[config.mk]
export PLATFORM = sky130hd
export DESIGN_NAME = div_unit
export DESIGN_NICKNAME = d
export VERILOG_FILES = /design/src/rtl/div_unit.sv
export SDC_FILE = /design/constraint.sdc
export NUM_CORES = 1
export LEC_CHECK = 0
export CORE_ASPECT_RATIO = 0.5
export CORE_MARGIN = 8
export CORE_UTILIZATION = 35
export CTS_CLUSTER_SIZE = 20
export DETAILED_ROUTE_END_ITERATION = 10
export GPL_TIMING_DRIVEN = 0
export PLACE_DENSITY_LB_ADDON = 0.3
export SETUP_SLACK_MARGIN = 0.05
export SLEW_MARGIN = 20
export SYNTH_ARGS = -nofsm -noshare
export SYNTH_HDL_FRONTEND = slang
export SYNTH_SLANG_ARGS = --single-unit
[constraint.sdc]
create_clock -name clk -period 4.1 [get_ports clk]
set_input_delay 0.41 -clock clk [delete_from_list [all_inputs] [get_ports clk]]
set_output_delay 0.41 -clock clk [all_outputs]
set_load 0.03 [all_outputs]
[src/rtl/div_unit.sv]
// div_unit -- multi-cycle radix-2 restoring divider (DIV / DIVU).
//
// The execute stage raises start with the operands. The unit divides the
// operand magnitudes over WIDTH iterations, applies the sign fixup on one
// extra edge, and then presents quotient (to LO) and remainder (to HI) with
// result_valid.
//
// Handshake: result_valid stays high, with quotient/remainder stable, until
// an edge where result_ready is also high; that edge is the transfer. A new
// start is taken only in IDLE, or in DONE on the same edge as the transfer
// (back-to-back). cancel overrides everything and returns the unit to IDLE.
//
// Ports:
//   clk           rising-edge clock
//   resetn        asynchronous, active-low reset
//   start         request (see above for when it is sampled)
//   is_signed     1 = two's-complement DIV, 0 = DIVU; sampled with start
//   dividend      numerator; sampled with start
//   divisor       denominator; sampled with start
//   cancel        pipeline flush; aborts any operation
//   busy          high while iterating
//   result_valid  result available, held until accepted
//   result_ready  consumer accepts the result
//   quotient      quotient (LO)
//   remainder     remainder (HI)
module div_unit #(
    parameter int WIDTH = 32
) (
    input  logic             clk,
    input  logic             resetn,
    input  logic             start,
    input  logic             is_signed,
    input  logic [WIDTH-1:0] dividend,
    input  logic [WIDTH-1:0] divisor,
    input  logic             cancel,
    output logic             busy,
    output logic             result_valid,
    input  logic             result_ready,
    output logic [WIDTH-1:0] quotient,
    output logic [WIDTH-1:0] remainder
);

    localparam int CW = $clog2(WIDTH) + 1;

    typedef enum logic [1:0] {
        IDLE = 2'd0,
        BUSY = 2'd1,
        DONE = 2'd2
    } state_t;

    state_t state, state_next;

    logic [WIDTH-1:0] rem_r;
    logic [WIDTH-1:0] quo_r;
    logic [WIDTH-1:0] div_r;
    logic [WIDTH-1:0] dividend_raw;
    logic             sign_q;
    logic             sign_r;
    logic             div0;
    logic [CW-1:0]    counter;

    logic             load;
    logic             iter_done;
    logic [WIDTH-1:0] dividend_abs;
    logic [WIDTH-1:0] divisor_abs;
    logic [WIDTH:0]   rem_sh;
    logic [WIDTH:0]   diff;
    logic             take;
    logic [WIDTH-1:0] rem_nxt;
    logic [WIDTH-1:0] quo_nxt;

    // A request is accepted only when the unit is free or is handing off
    // its result on this very edge; cancel wins over start.
    assign load = !cancel && start &&
                  ((state == IDLE) || ((state == DONE) && result_ready));

    assign iter_done = (counter == CW'(WIDTH));

    assign dividend_abs = (is_signed && dividend[WIDTH-1]) ? -dividend : dividend;
    assign divisor_abs  = (is_signed && divisor[WIDTH-1])  ? -divisor  : divisor;

    // One restoring step. The shifted partial remainder needs one extra bit
    // because an unsigned divisor can use the full WIDTH; the top bit of the
    // trial subtraction is the borrow (set when rem_sh < divisor).
    assign rem_sh  = {rem_r, quo_r[WIDTH-1]};
    assign diff    = rem_sh - {1'b0, div_r};
    assign take    = !diff[WIDTH];
    assign rem_nxt = take ? diff[WIDTH-1:0] : rem_sh[WIDTH-1:0];
    assign quo_nxt = {quo_r[WIDTH-2:0], take};

    assign busy         = (state == BUSY);
    assign result_valid = (state == DONE);

    // State register
    always_ff @(posedge clk or negedge resetn) begin
        if (!resetn) begin
            state <= IDLE;
        end else begin
            state <= state_next;
        end
    end

    // Next-state logic
    always_comb begin
        state_next = state;
        case (state)
            IDLE: if (load) state_next = BUSY;
            BUSY: if (iter_done) state_next = DONE;
            DONE: if (result_ready) state_next = load ? BUSY : IDLE;
            default: state_next = IDLE;
        endcase
        if (cancel) state_next = IDLE;
    end

    // Datapath
    always_ff @(posedge clk or negedge resetn) begin
        if (!resetn) begin
            rem_r        <= '0;
            quo_r        <= '0;
            div_r        <= '0;
            dividend_raw <= '0;
            sign_q       <= 1'b0;
            sign_r       <= 1'b0;
            div0         <= 1'b0;
            counter      <= '0;
            quotient     <= '0;
            remainder    <= '0;
        end else if (!cancel) begin
            if (load) begin
                // Dividend magnitude starts in the quotient register and is
                // shifted into the partial remainder one bit per iteration.
                rem_r        <= '0;
                quo_r        <= dividend_abs;
                div_r        <= divisor_abs;
                dividend_raw <= dividend;
                sign_q       <= is_signed && (dividend[WIDTH-1] ^ divisor[WIDTH-1]);
                sign_r       <= is_signed && dividend[WIDTH-1];
                div0         <= (divisor == '0);
                counter      <= '0;
            end else if (state == BUSY) begin
                if (!iter_done) begin
                    rem_r   <= rem_nxt;
                    quo_r   <= quo_nxt;
                    counter <= counter + CW'(1);
                end else if (div0) begin
                    // Divide by zero: the iterations naturally yield all-ones;
                    // the remainder is the operand exactly as it was given.
                    quotient  <= quo_r;
                    remainder <= dividend_raw;
                end else begin
                    // MIN_INT / -1 falls out of this: magnitude 2^(WIDTH-1)
                    // negates to itself.
                    quotient  <= sign_q ? -quo_r : quo_r;
                    remainder <= sign_r ? -rem_r : rem_r;
                end
            end
        end
    end

endmodule
==> results of run 1 <==
-- registers in the layout, indices dropped and copies added (netlist names) --
name / cells
counter: 6
div0: 1
div_r: 32
dividend_raw: 32
quo_r: 32
quotient: 32
rem_r: 32
remainder: 32
sign_q: 1
sign_r: 1
state: 2
-- power by group through the flow --
stage / combinational [mW] / clock (mW) / sequential [mW]
after global routing: 2.06 / 2.12 / 2.57
after CTS: 1.84 / 2.05 / 2.53
after floorplan: 1.21 / 0 / 2.54
after detailed placement: 1.84 / 0 / 2.57
final: 1.84 / 2.02 / 2.54
after global placement: 1.82 / 0 / 2.56
-- metrics by stage --
step                      utilization [%]  worst slack (ns)  instances
after floorplan                         -             0.969       1542
after global placement               40.8             -6.14       2161
after detailed placement             41.0             0.284       2163
after CTS                            43.0             0.261       2203
after global routing                 43.0            0.0490       2203
final                                43.0             0.321       2204
-- worst min path at each step --
stage	start	endpoint	slack, ns	depth (start not counted)
3_5_place_dp	resetn	div_r[7]	0.40	1
3_3_place_gp	div_r[19]	div_r[19]	0.46	2
4_1_cts	resetn	div_r[7]	0.43	2
5_1_grt	resetn	div_r[7]	0.48	2
2_1_floorplan	resetn	counter[0]	0.11	0
6_report	resetn	div_r[4]	0.43	2
-- worst max-delay path, stage by stage (launching register included) --
cell                        delay, ns
sky130_fd_sc_hd__dfrtp_1         0.51
sky130_fd_sc_hd__inv_1           0.13
sky130_fd_sc_hd__ha_1            0.25
sky130_fd_sc_hd__fa_1            0.42
sky130_fd_sc_hd__nor2b_1         0.17
sky130_fd_sc_hd__o2111ai_1       0.20
sky130_fd_sc_hd__and2_1          0.23
sky130_fd_sc_hd__o2111ai_1       0.29
sky130_fd_sc_hd__a2111oi_0       0.18
sky130_fd_sc_hd__nor4_2          0.39
sky130_fd_sc_hd__clkbuf_4        0.33
sky130_fd_sc_hd__buf_4           0.25
sky130_fd_sc_hd__mux2i_1         0.19
sky130_fd_sc_hd__o21ai_0         0.10
-- synthesized netlist by cell type (3+ instances only) --
library cell | n | area share, %
sky130_fd_sc_hd__o22ai_1 | 3 | 0.15
sky130_fd_sc_hd__and3_1 | 8 | 0.40
sky130_fd_sc_hd__nand4_1 | 12 | 0.59
sky130_fd_sc_hd__mux2_2 | 3 | 0.27
sky130_fd_sc_hd__or4_1 | 7 | 0.42
sky130_fd_sc_hd__buf_1 | 4 | 0.12
sky130_fd_sc_hd__mux2i_1 | 25 | 2.0
sky130_fd_sc_hd__nor3_1 | 16 | 0.63
sky130_fd_sc_hd__dfrtp_1 | 203 | 40
sky130_fd_sc_hd__nor4bb_1 | 3 | 0.24
sky130_fd_sc_hd__xnor2_1 | 73 | 5.1
sky130_fd_sc_hd__or3_1 | 9 | 0.45
sky130_fd_sc_hd__a21oi_1 | 85 | 3.4
sky130_fd_sc_hd__nand3_1 | 12 | 0.48
sky130_fd_sc_hd__nor2b_1 | 11 | 0.55
sky130_fd_sc_hd__and2_1 | 5 | 0.25
sky130_fd_sc_hd__a22oi_1 | 10 | 0.59
sky130_fd_sc_hd__a21o_1 | 18 | 1.1
sky130_fd_sc_hd__nand2_1 | 325 | 9.7
sky130_fd_sc_hd__o21a_1 | 7 | 0.42
sky130_fd_sc_hd__o31ai_1 | 22 | 1.3
sky130_fd_sc_hd__a211oi_1 | 6 | 0.36
sky130_fd_sc_hd__nor2_1 | 120 | 3.6
sky130_fd_sc_hd__nand3b_1 | 4 | 0.24
sky130_fd_sc_hd__o221ai_1 | 3 | 0.21
sky130_fd_sc_hd__o41ai_1 | 14 | 0.97
sky130_fd_sc_hd__inv_1 | 48 | 1.4
sky130_fd_sc_hd__nand2b_1 | 17 | 0.84
sky130_fd_sc_hd__nor4_1 | 16 | 0.79
sky130_fd_sc_hd__o21bai_1 | 7 | 0.42
sky130_fd_sc_hd__ha_1 | 38 | 3.8
sky130_fd_sc_hd__a31oi_1 | 36 | 1.8
sky130_fd_sc_hd__o211ai_1 | 4 | 0.24
sky130_fd_sc_hd__o21ai_0 | 170 | 6.7
sky130_fd_sc_hd__nor3b_1 | 3 | 0.18
sky130_fd_sc_hd__clkbuf_1 | 84 | 2.5
sky130_fd_sc_hd__o21ai_1 | 4 | 0.16
sky130_fd_sc_hd__xor2_1 | 77 | 5.3
sky130_fd_sc_hd__or2_2 | 4 | 0.20
-- kinds of logic after synthesis --
| family | share of synthesized area [%] |
|---|---|
| multiplexers | 2.25 |
| buffers and inverters | 4.14 |
| XOR/XNOR | 10.4 |
| flip-flops | 40.2 |
| AND/OR/NAND/NOR | 20.2 |
| AO/OA/AOI/OAI | 18.9 |
| adder cells (fa/ha/maj) | 3.93 |
-- cell type report --
class                   instances  area, um2  share of cell area [%]
diodes                          1       2.50                  0.0163
plain buffers                  90        345                    2.25
clock buffers                  33        643                    4.19
clock inverters                 6       61.3                   0.399
inverters                      48        180                    1.17
multi-input cells            1201       7030                    45.7
flip-flops and latches        203       5080                    33.1
well taps                     484        606                    3.94
repair buffers                138       1420                    9.25
-- timing repair --
action,CTS,global route
gates resized for setup,0,1
hold endpoints to repair,65,0
setup endpoints to repair,0,4
hold buffers,1,0
-- per-layer routing --
layer  global-route usage, %  share of wire (%)
met2                    29.7                 46
met4                    5.72                2.9
met5                       0                  0
met3                    3.96                5.4
met1                    23.6                 46
==> results.cfg, run 1 <==
[status]
status = finished clean

[worst_setup_path]
setup.worst_path.end = rem_r[2]
timing.critical_path.required_ns = 4.48
worst-r2r-cell-count = 13
cp_data_arrival_time_ns = 4.16
reg2reg_to = rem_r[2]
critPathMaxFanout = 10
path_class = flip-flop to flip-flop
worstSetupStartpointType = flip-flop
critical_path.reg2reg.startpoint = quo_r[31]
critical_path.endpoint_type = flip-flop
rrSetupSlack_ns = 0.32
first_element_of_the_critical_path = quo_r[31]

[global_route]
grt_use_total_pct = 18.0
globalRoute.totalOverflow = 0
grt_pass1_wl_um = 62200
grt_max_degree = 71
first_global_vias = 11182
antenna_found_initial = 0

[synth]
ys_async_sr_fraction_pct = 100
synth-main-ff-cell = sky130_fd_sc_hd__dfrtp_1
synth_fp_nets = 1651
synth.avg_cell_area_um2 = 8.19
syn-cell-area_um2 = 12600
yosys_register_bits = 203
syn-instance-count = 1542
synth_warnings = 0
synth.lib_cells_used.distinct = 61
share_of_the_yosys_chip_area_belonging_to_registers_pct = 40.2
number_of_synthesized_flops_with_an_enable_pin = 0

[routing]
drt_wl_total_um = 40000
drtIter0Drc = 855
drt_pre_antenna_iters = 5
drtAntennaViolNets = 0
drt-vias-per-instance = 5.14
vias = 11337
drt-wirelength-per-cell_um = 18.2
route.detailed.drc = 0

[placement]
gp_routability_congestion = 0.942
place_area_um2 = 14600
port_buffers = 135
hpwlAfterDp_um = 31500

[power_and_ir_drop]
vdd_ir_max_uv = 263
total_switching_power_mw = 2.23
p_per_area_nw_per_um2 = 417
share_seq_of_total_power_pct = 39.7
combinationalPowerShare_pct = 28.8
power_total_mw = 6.40
lkg_pwr_nw = 6.67
power.switching_fraction_pct = 34.9
internal_power_mw = 4.17
pwr-share-clk_pct = 31.5

[floorplan]
die_w_um = 285
fp.coreArea_um2 = 35700
initial_utilization_pct = 35.3
chipHeight_um = 150
row_count = 49
floorplan.io_pins = 136
die_area_um2 = 42800

[sta]
tightestPinTransition_ns = 0.819
clock.fmax_ghz = 0.265
finalCritPeriodShare_pct = 92.2
rsz0062_at_grt = true
period_needed_ns = 3.78
hold_viol_final = 0
timing.max_slew.rel_slack_pct = 44.9
setup_total_negative_slack_ns = 0
setup_viol = 0
hold_slack_ns = 0.431
final_slew_violations = 0
finClkSkew_ns = 0.0152

[clocking]
cts_sinks = 203
cts_made_buffers = 23
ctsRootBufferMaster = sky130_fd_sc_hd__clkbuf_16
tritoncts = yes
cts_htree_levels = 1
clk_transition_reported_paths_ns = 0.07
post-cts-setup-buffers = 0
clkLatencyLatePin_ns = 0.53
cts_max_path_buffers = 3

[finish]
syn_to_final_growth_pct = 21.7
layout.cells.most_common_list = sky130_fd_sc_hd__nand2_1, sky130_fd_sc_hd__dfrtp_1, sky130_fd_sc_hd__o21ai_0
stdcell_area_um2 = 15400
most_frequent_standard_cell_in_the_layout_excluding_fill_and_tap_cells = sky130_fd_sc_hd__nand2_1
design.final.nets = 1814
final.fill_count = 3607
post_route_cells_drive_above_1_share_pct = 3.14

[hold_path]
hp-class = input pin to asynchronous set/reset pin

[job]
drv.max_cap_violation_count = 0
(Power assumes the default switching activity.)
==> inputs of run 2 (changes only) <==
--- a/config.mk
+++ b/config.mk
@@ -11,7 +11,7 @@
 export CTS_CLUSTER_SIZE = 20
 export DETAILED_ROUTE_END_ITERATION = 10
 export GPL_TIMING_DRIVEN = 0
-export PLACE_DENSITY_LB_ADDON = 0.3
+export PLACE_DENSITY = 0.62
 export SETUP_SLACK_MARGIN = 0.05
 export SLEW_MARGIN = 20
 export SYNTH_ARGS = -nofsm -noshare
==> run 2 against run 1 <==
Global-route usage rose by 0.31 points. Highest routed layer unchanged. Via count up 0.98%. Largest power group unchanged. Non-clock buffer count unchanged. Sequential power about the same. Largest cell class unchanged. Clock-buffer cell count shrank 1.
==> results.cfg, run 2 (synthesized netlist as in run 1, its figures left out) <==
[worst_setup_path]
timing.critical_path.required_ns = 4.49
critPathMaxFanout = 10
critical_path.endpoint_type = flip-flop
highest_delay_cell_along_the_critical_path = sky130_fd_sc_hd__o31ai_1
crit_path_max_incr_delay_ns = 0.46
critical_path.reg2reg.startpoint = rem_r[26]
first_element_of_the_critical_path = rem_r[26]
worstSetupStartpointType = flip-flop
rrSetupSlack_ns = 0.29
path_class = flip-flop to flip-flop
path_cells = ha_1 > clkbuf_1 > o21ai_0 > o21bai_1 > a211oi_1 > o31ai_1 > mux2_2 > nor4_2 > buf_2 > buf_4 > mux2i_1 > o21ai_0
cp_data_arrival_time_ns = 4.20
crit_top_cell = sky130_fd_sc_hd__o21ai_0

[power_and_ir_drop]
vdd_ir_max_uv = 298
lkg_pwr_nw = 6.72
p_per_area_nw_per_um2 = 425

[clocking]
clkLatencyLatePin_ns = 0.53
cts_hold_buf = 1
post_cts.resized_instances = 0
cts_sinks = 203
clk_transition_reported_paths_ns = 0.06
cts_max_path_buffers = 3
cts_htree_levels = 1
ctsRootBufferMaster = sky130_fd_sc_hd__clkbuf_16
post-cts-setup-buffers = 0
tritoncts = yes
cts_made_buffers = 23

[finish]
multiInputGateArea_um2 = 7030
final.fill_count = 3580
layout_utilization_pct = 43.3
design.final.nets = 1814
layout.cells.most_common_list = sky130_fd_sc_hd__nand2_1, sky130_fd_sc_hd__dfrtp_1, sky130_fd_sc_hd__o21ai_0
stdcell_area_um2 = 15500
syn_to_final_growth_pct = 22.5
finish.cell_count_without_fillers = 2206
post_route_cells_drive_above_1_share_pct = 3.49
final-seq-area_um2 = 5080
most_frequent_standard_cell_in_the_layout_excluding_fill_and_tap_cells = sky130_fd_sc_hd__nand2_1

[floorplan]
row_count = 49
fp.coreArea_um2 = 35700
die_w_um = 285
chipHeight_um = 150
die_area_um2 = 42800
floorplan.io_pins = 136
initial_utilization_pct = 35.3

[sta]
rsz0062_at_grt = false
clock.fmax_ghz = 0.262
hold_viol_final = 0
final_slew_violations = 0
hold_slack_ns = 0.349
period_needed_ns = 3.81
tightestPinTransition_ns = 0.841
timing.max_slew.rel_slack_pct = 42.5
finClkSkew_ns = 0.0179
setup_viol = 0
finalCritPeriodShare_pct = 93.0

[routing]
drt_wl_total_um = 40100
drtAntennaViolNets = 0
drtIter0Drc = 951
route.detailed.drc = 0
drt-vias-per-instance = 5.19
drt-wirelength-per-cell_um = 18.2
drt_pre_antenna_iters = 8
vias = 11448

[placement]
place_area_um2 = 14600
port_buffers = 135
gp_routability_congestion = 0.907
placedCellCount = 2163
hpwlAfterDp_um = 31500

[hold_path]
hp-class = input pin to asynchronous set/reset pin

[global_route]
grt_max_degree = 91
first_global_vias = 11304
globalRoute.totalOverflow = 0
grt_use_total_pct = 18.3
antenna_found_initial = 2
grt_pass1_wl_um = 63200

[status]
status = finished clean

[job]
drv.max_cap_violation_count = 0
run 2: worst paths after layout:
kind                       depth (start not counted)          end
min in group clk                                   2  quotient[7]
setup reg to reg                                  12     rem_r[4]
max in group asynchronous                          4  quotient[5]
setup / recovery                                  12     rem_r[4]
hold / removal                                     2    div_r[30]
hold reg to reg                                    2  quotient[7]
run 2: power by group:
group	leakage [nW]	internal, mW	total [mW]	switching [mW]
Combinational	3.82	0.750	1.86	1.11
Clock	0.391	1.34	2.19	0.851
Sequential	2.51	2.27	2.53	0.256
run 2: layout make-up:
cell class,instances,area share (%)
plain buffers,90,2.22
inverters,48,1.17
flip-flops and latches,203,32.9
repair buffers,138,9.19
clock inverters,8,0.777
clock buffers,32,4.39
diodes,2,0.0324
well taps,484,3.92
multi-input cells,1201,45.4
run 2: per-stage QoR:
stage                     setup slack, ns  setup TNS (ns)  total power, mW
after floorplan                     0.969               0             3.76
after global placement              -6.18        -1247.72             4.38
after detailed placement            0.338               0             4.41
after CTS                           0.312               0             6.61
after global routing               0.0859               0             6.94
final                               0.289               0             6.57
run 2: worst max-delay path, delay by kind of cell (launching register included):
family	cells	cell delay (ns)
AO/OA/AOI/OAI	5	0.99
adder cells (fa/ha/maj)	1	0.30
flip-flops	1	0.45
buffers and inverters	3	0.90
AND/OR/NAND/NOR	1	0.41
multiplexers	2	0.62
run 2: routing by layer:
layer | up-vias | wire (um) | part of all wire [%] | GRT usage, %
li1 | 5648 | - | - | -
met1 | 5444 | 17800 | 44 | 23.6
met2 | 280 | 18700 | 46 | 30.9
met3 | 76 | 2280 | 5.7 | 3.38
met4 | 0 | 1410 | 3.5 | 6.76
met5 | - | 0 | 0 | 0
==> patch: new RTL, settings of run 2 <==
Encoding of `state_t`: now one-hot (3 bits for 3 states).
--- a/src/rtl/div_unit.sv
+++ b/src/rtl/div_unit.sv
@@ -44,6 +44,6 @@
 
-    typedef enum logic [1:0] {
-        IDLE = 2'd0,
-        BUSY = 2'd1,
-        DONE = 2'd2
+    typedef enum logic [2:0] {
+        IDLE = 3'b001,
+        BUSY = 3'b010,
+        DONE = 3'b100
     } state_t;
Check against the original RTL: same outputs for any inputs over 4 cycles, from zero or initial values and one cycle with resetn low; so few cycles prove little.
==> patch against run 2 <==
  * Largest power group unchanged
  * Wire length rose by 8.7%
  * Area after synthesis rose by 1.7%
  * Sequential cell count rose by 1
  * Design area rose by 0.82%
  * Sequential share of layout area fell by 0.098 points
  * Largest cell class unchanged
  * Total power fell by 13%
  * Setup slack got worse by 0.086 ns
==> patch: results (changes against run 2) <==
| Metric | Value |
|---|---|
| Run status | `completed` |
| GR Util All Layers | `19.7% (+1.3 points)` |
| Number of nets in the final layout | `1840 (+1.4%)` |
| Half-perimeter wire length of the detailed placement result | `34100 µm (+8.4%)` |
| Register-to-register setup slack | `0.20 ns (-0.09 ns)` |
| Last weighted congestion value of the routability-driven placer | `0.938 (+3.4%)` |
| Most instantiated cells after synthesis | `312 x nand2_1, 203 x dfrtp_1, 165 x o21ai_0` |
| N_diodes | `0 (-2)` |
| Layout cells sized above 1 | `2.99% (-0.50 points)` |
| Longest Clk Path Bufs | `3 (unchanged)` |
| Highest fanout seen on the critical path | `9 (-1)` |
| Number of hold violations in the final report | `0 (unchanged)` |
| Buffer count from post-CTS setup fixing | `0 (unchanged)` |
| Final setup violation count | `0 (unchanged)` |
| Critical register-to-register path endpoint | `rem_r[27]$_DFFE_PN0P_` |
| Worst min path class | `in2async` |
| Worst slack at placement | `0.264 ns (-0.0741 ns)` |
| Clk Latency, worst-skew pair | `0.53 ns (about the same)` |
| Number of fill cells in the layout | `3594 (+0.39%)` |
| Internal power consumption | `3.93 mW (-9.9%)` |
| Worst setup skew after layout | `0.0129 ns (-0.00498 ns)` |
| Number of global-route vias before repair | `11600 (+3.0%)` |
| Reg2reg path depth | `11 (-1)` |
| Largest vdd supply drop | `0.255 mV (-15%)` |
| Vias/cell | `5.41 (+4.2%)` |
| Proportion of synthesized chip area in sequential cells | `39.8% (-0.46 points)` |
| Max transition margin | `35.5% (-7.0 points)` |
| Post-Syn Nets | `1677 (+1.6%)` |
| Resize count post-CTS | `0 (unchanged)` |
| Largest net degree at the start of global routing | `97 (+6.6%)` |
| Drt first-iter violations | `1139 (+20%)` |
| Final routed wire length divided by cell count | `19.6 µm (+7.8%)` |
| Biggest area contributors in the synthesized netlist | `dfrtp_1 40%, nand2_1 9.1%, o21ai_0 6.4%` |
| Final std cells w/o fill | `2224 (+0.82%)` |
| Async set-or-reset flop fraction in the synthesized netlist | `100% (unchanged)` |
| Syn Inst Count | `1568 (+1.7%)` |
| Synth warnings | `0 (unchanged)` |
| Worst Hold Margin | `0.353 ns (+0.00399 ns)` |
| Library cells used by synthesis | `67 (+9.8%)` |
| Start of the worst register-to-register path | `rem_r[18]$_DFFE_PN0P_` |
| Leakage dissipation | `6.72 nW (+0.12%)` |
| Iteration count of the initial detailed-routing pass | `7 (-1)` |
| Sequential cell power | `2.43 mW (-4%)` |
| Wire length of the first global-routing pass | `68000 µm (+7.6%)` |
| Antenna violations before repair | `0 (-2)` |
| Worst path arrival time | `4.37 ns (+0.17 ns)` |
| Part of the total power dissipated in combinational logic | `22.2% (-6.0 points)` |
| Root buffer selected by CTS | `clkbuf_16` |
| TritonCTS Buffers | `22 (-4.3%)` |
==> patch: cell types whose count changed in the layout (fill, tap and decap cells not counted), sizes merged, moves of 8 or more <==
| cell | change |
|---|---|
| inv | +10 |
| nor3 | +14 |
| a221o | +8 |
| clkbuf | -13 |
| a31oi | -8 |
| nand4 | +11 |
| xnor2 | -9 |
| nand2 | -13 |
| mux2i | -13 |
| o21ai | -8 |
| o211ai | +14 |
| a21oi | +26 |
| nor2 | -14 |
| or4 | +8 |
==> patch: logic make-up after synthesis <==
| logic type | count (synthesis) | share of synthesized area (%) |
|---|---|---|
| muxes | 12 | 0.936 |
| and+or+nand+nor | 598 | 21.3 |
| xor gates and xnor gates | 139 | 9.49 |
| buffers and inverters | 145 | 4.38 |
| AOI/OAI and AO/OA | 431 | 20.2 |
| adders and majority gates | 39 | 3.86 |
| DFF | 204 | 39.8 |
==> patch: worst max path at each step <==
| stage | from | end | slack, ns |
|---|---|---|---|
| after floorplan | rem_r[18]$_DFFE_PN0P_ | rem_r[30]$_DFFE_PN0P_ | 0.82 |
| after global placement | resetn | quotient[23]$_DFFE_PN0P_ | -6.39 |
| after detailed placement | rem_r[0]$_DFFE_PN0P_ | rem_r[0]$_DFFE_PN0P_ | 0.26 |
| after CTS | rem_r[0]$_DFFE_PN0P_ | rem_r[0]$_DFFE_PN0P_ | 0.24 |
| after global routing | rem_r[18]$_DFFE_PN0P_ | rem_r[6]$_DFFE_PN0P_ | 0.07 |
| final | rem_r[18]$_DFFE_PN0P_ | rem_r[27]$_DFFE_PN0P_ | 0.20 |
==> patch: area by class of cell <==
type / count / area (µm²) / area share (%)
inverters: 58 / 218 / 1.40
multi-input cells: 1219 / 7190 / 46.1
clock inverters: 5 / 75.1 / 0.482
flip-flops and latches: 204 / 5110 / 32.8
repair buffers: 139 / 1430 / 9.15
clock buffers: 28 / 624 / 4.01
plain buffers: 87 / 345 / 2.22
well taps: 484 / 606 / 3.89
==> patch: critical path, cell delays in order, from the launching register on <==
cell,delay [ns]
dfrtp_1,0.49
ha_1,0.35
buf_6,0.14
and2_4,0.15
a221o_1,0.39
a211oi_2,0.24
nor3_1,0.10
or4_4,0.58
and3_1,0.20
buf_6,0.14
nor3_1,0.77
a221o_1,0.27
==> patch: per-layer routing <==
layer / wire length [µm] / global-route usage (%)
met1: 19400 / 26.2
met2: 19800 / 31.9
met3: 2740 / 3.52
met4: 1660 / 7.42
met5: 0 / 0
==> patch: metrics by stage <==
step | setup TNS [ns] | cell area [µm²] | total power, mW
global route | 0 | 15600 | 6.05
detailed placement | 0 | 14900 | 3.73
floorplan | 0 | 12800 | 3.26
finish | 0 | 15600 | 5.74
global placement | -1298.09 | 14800 | 3.70
CTS | 0 | 15600 | 5.77
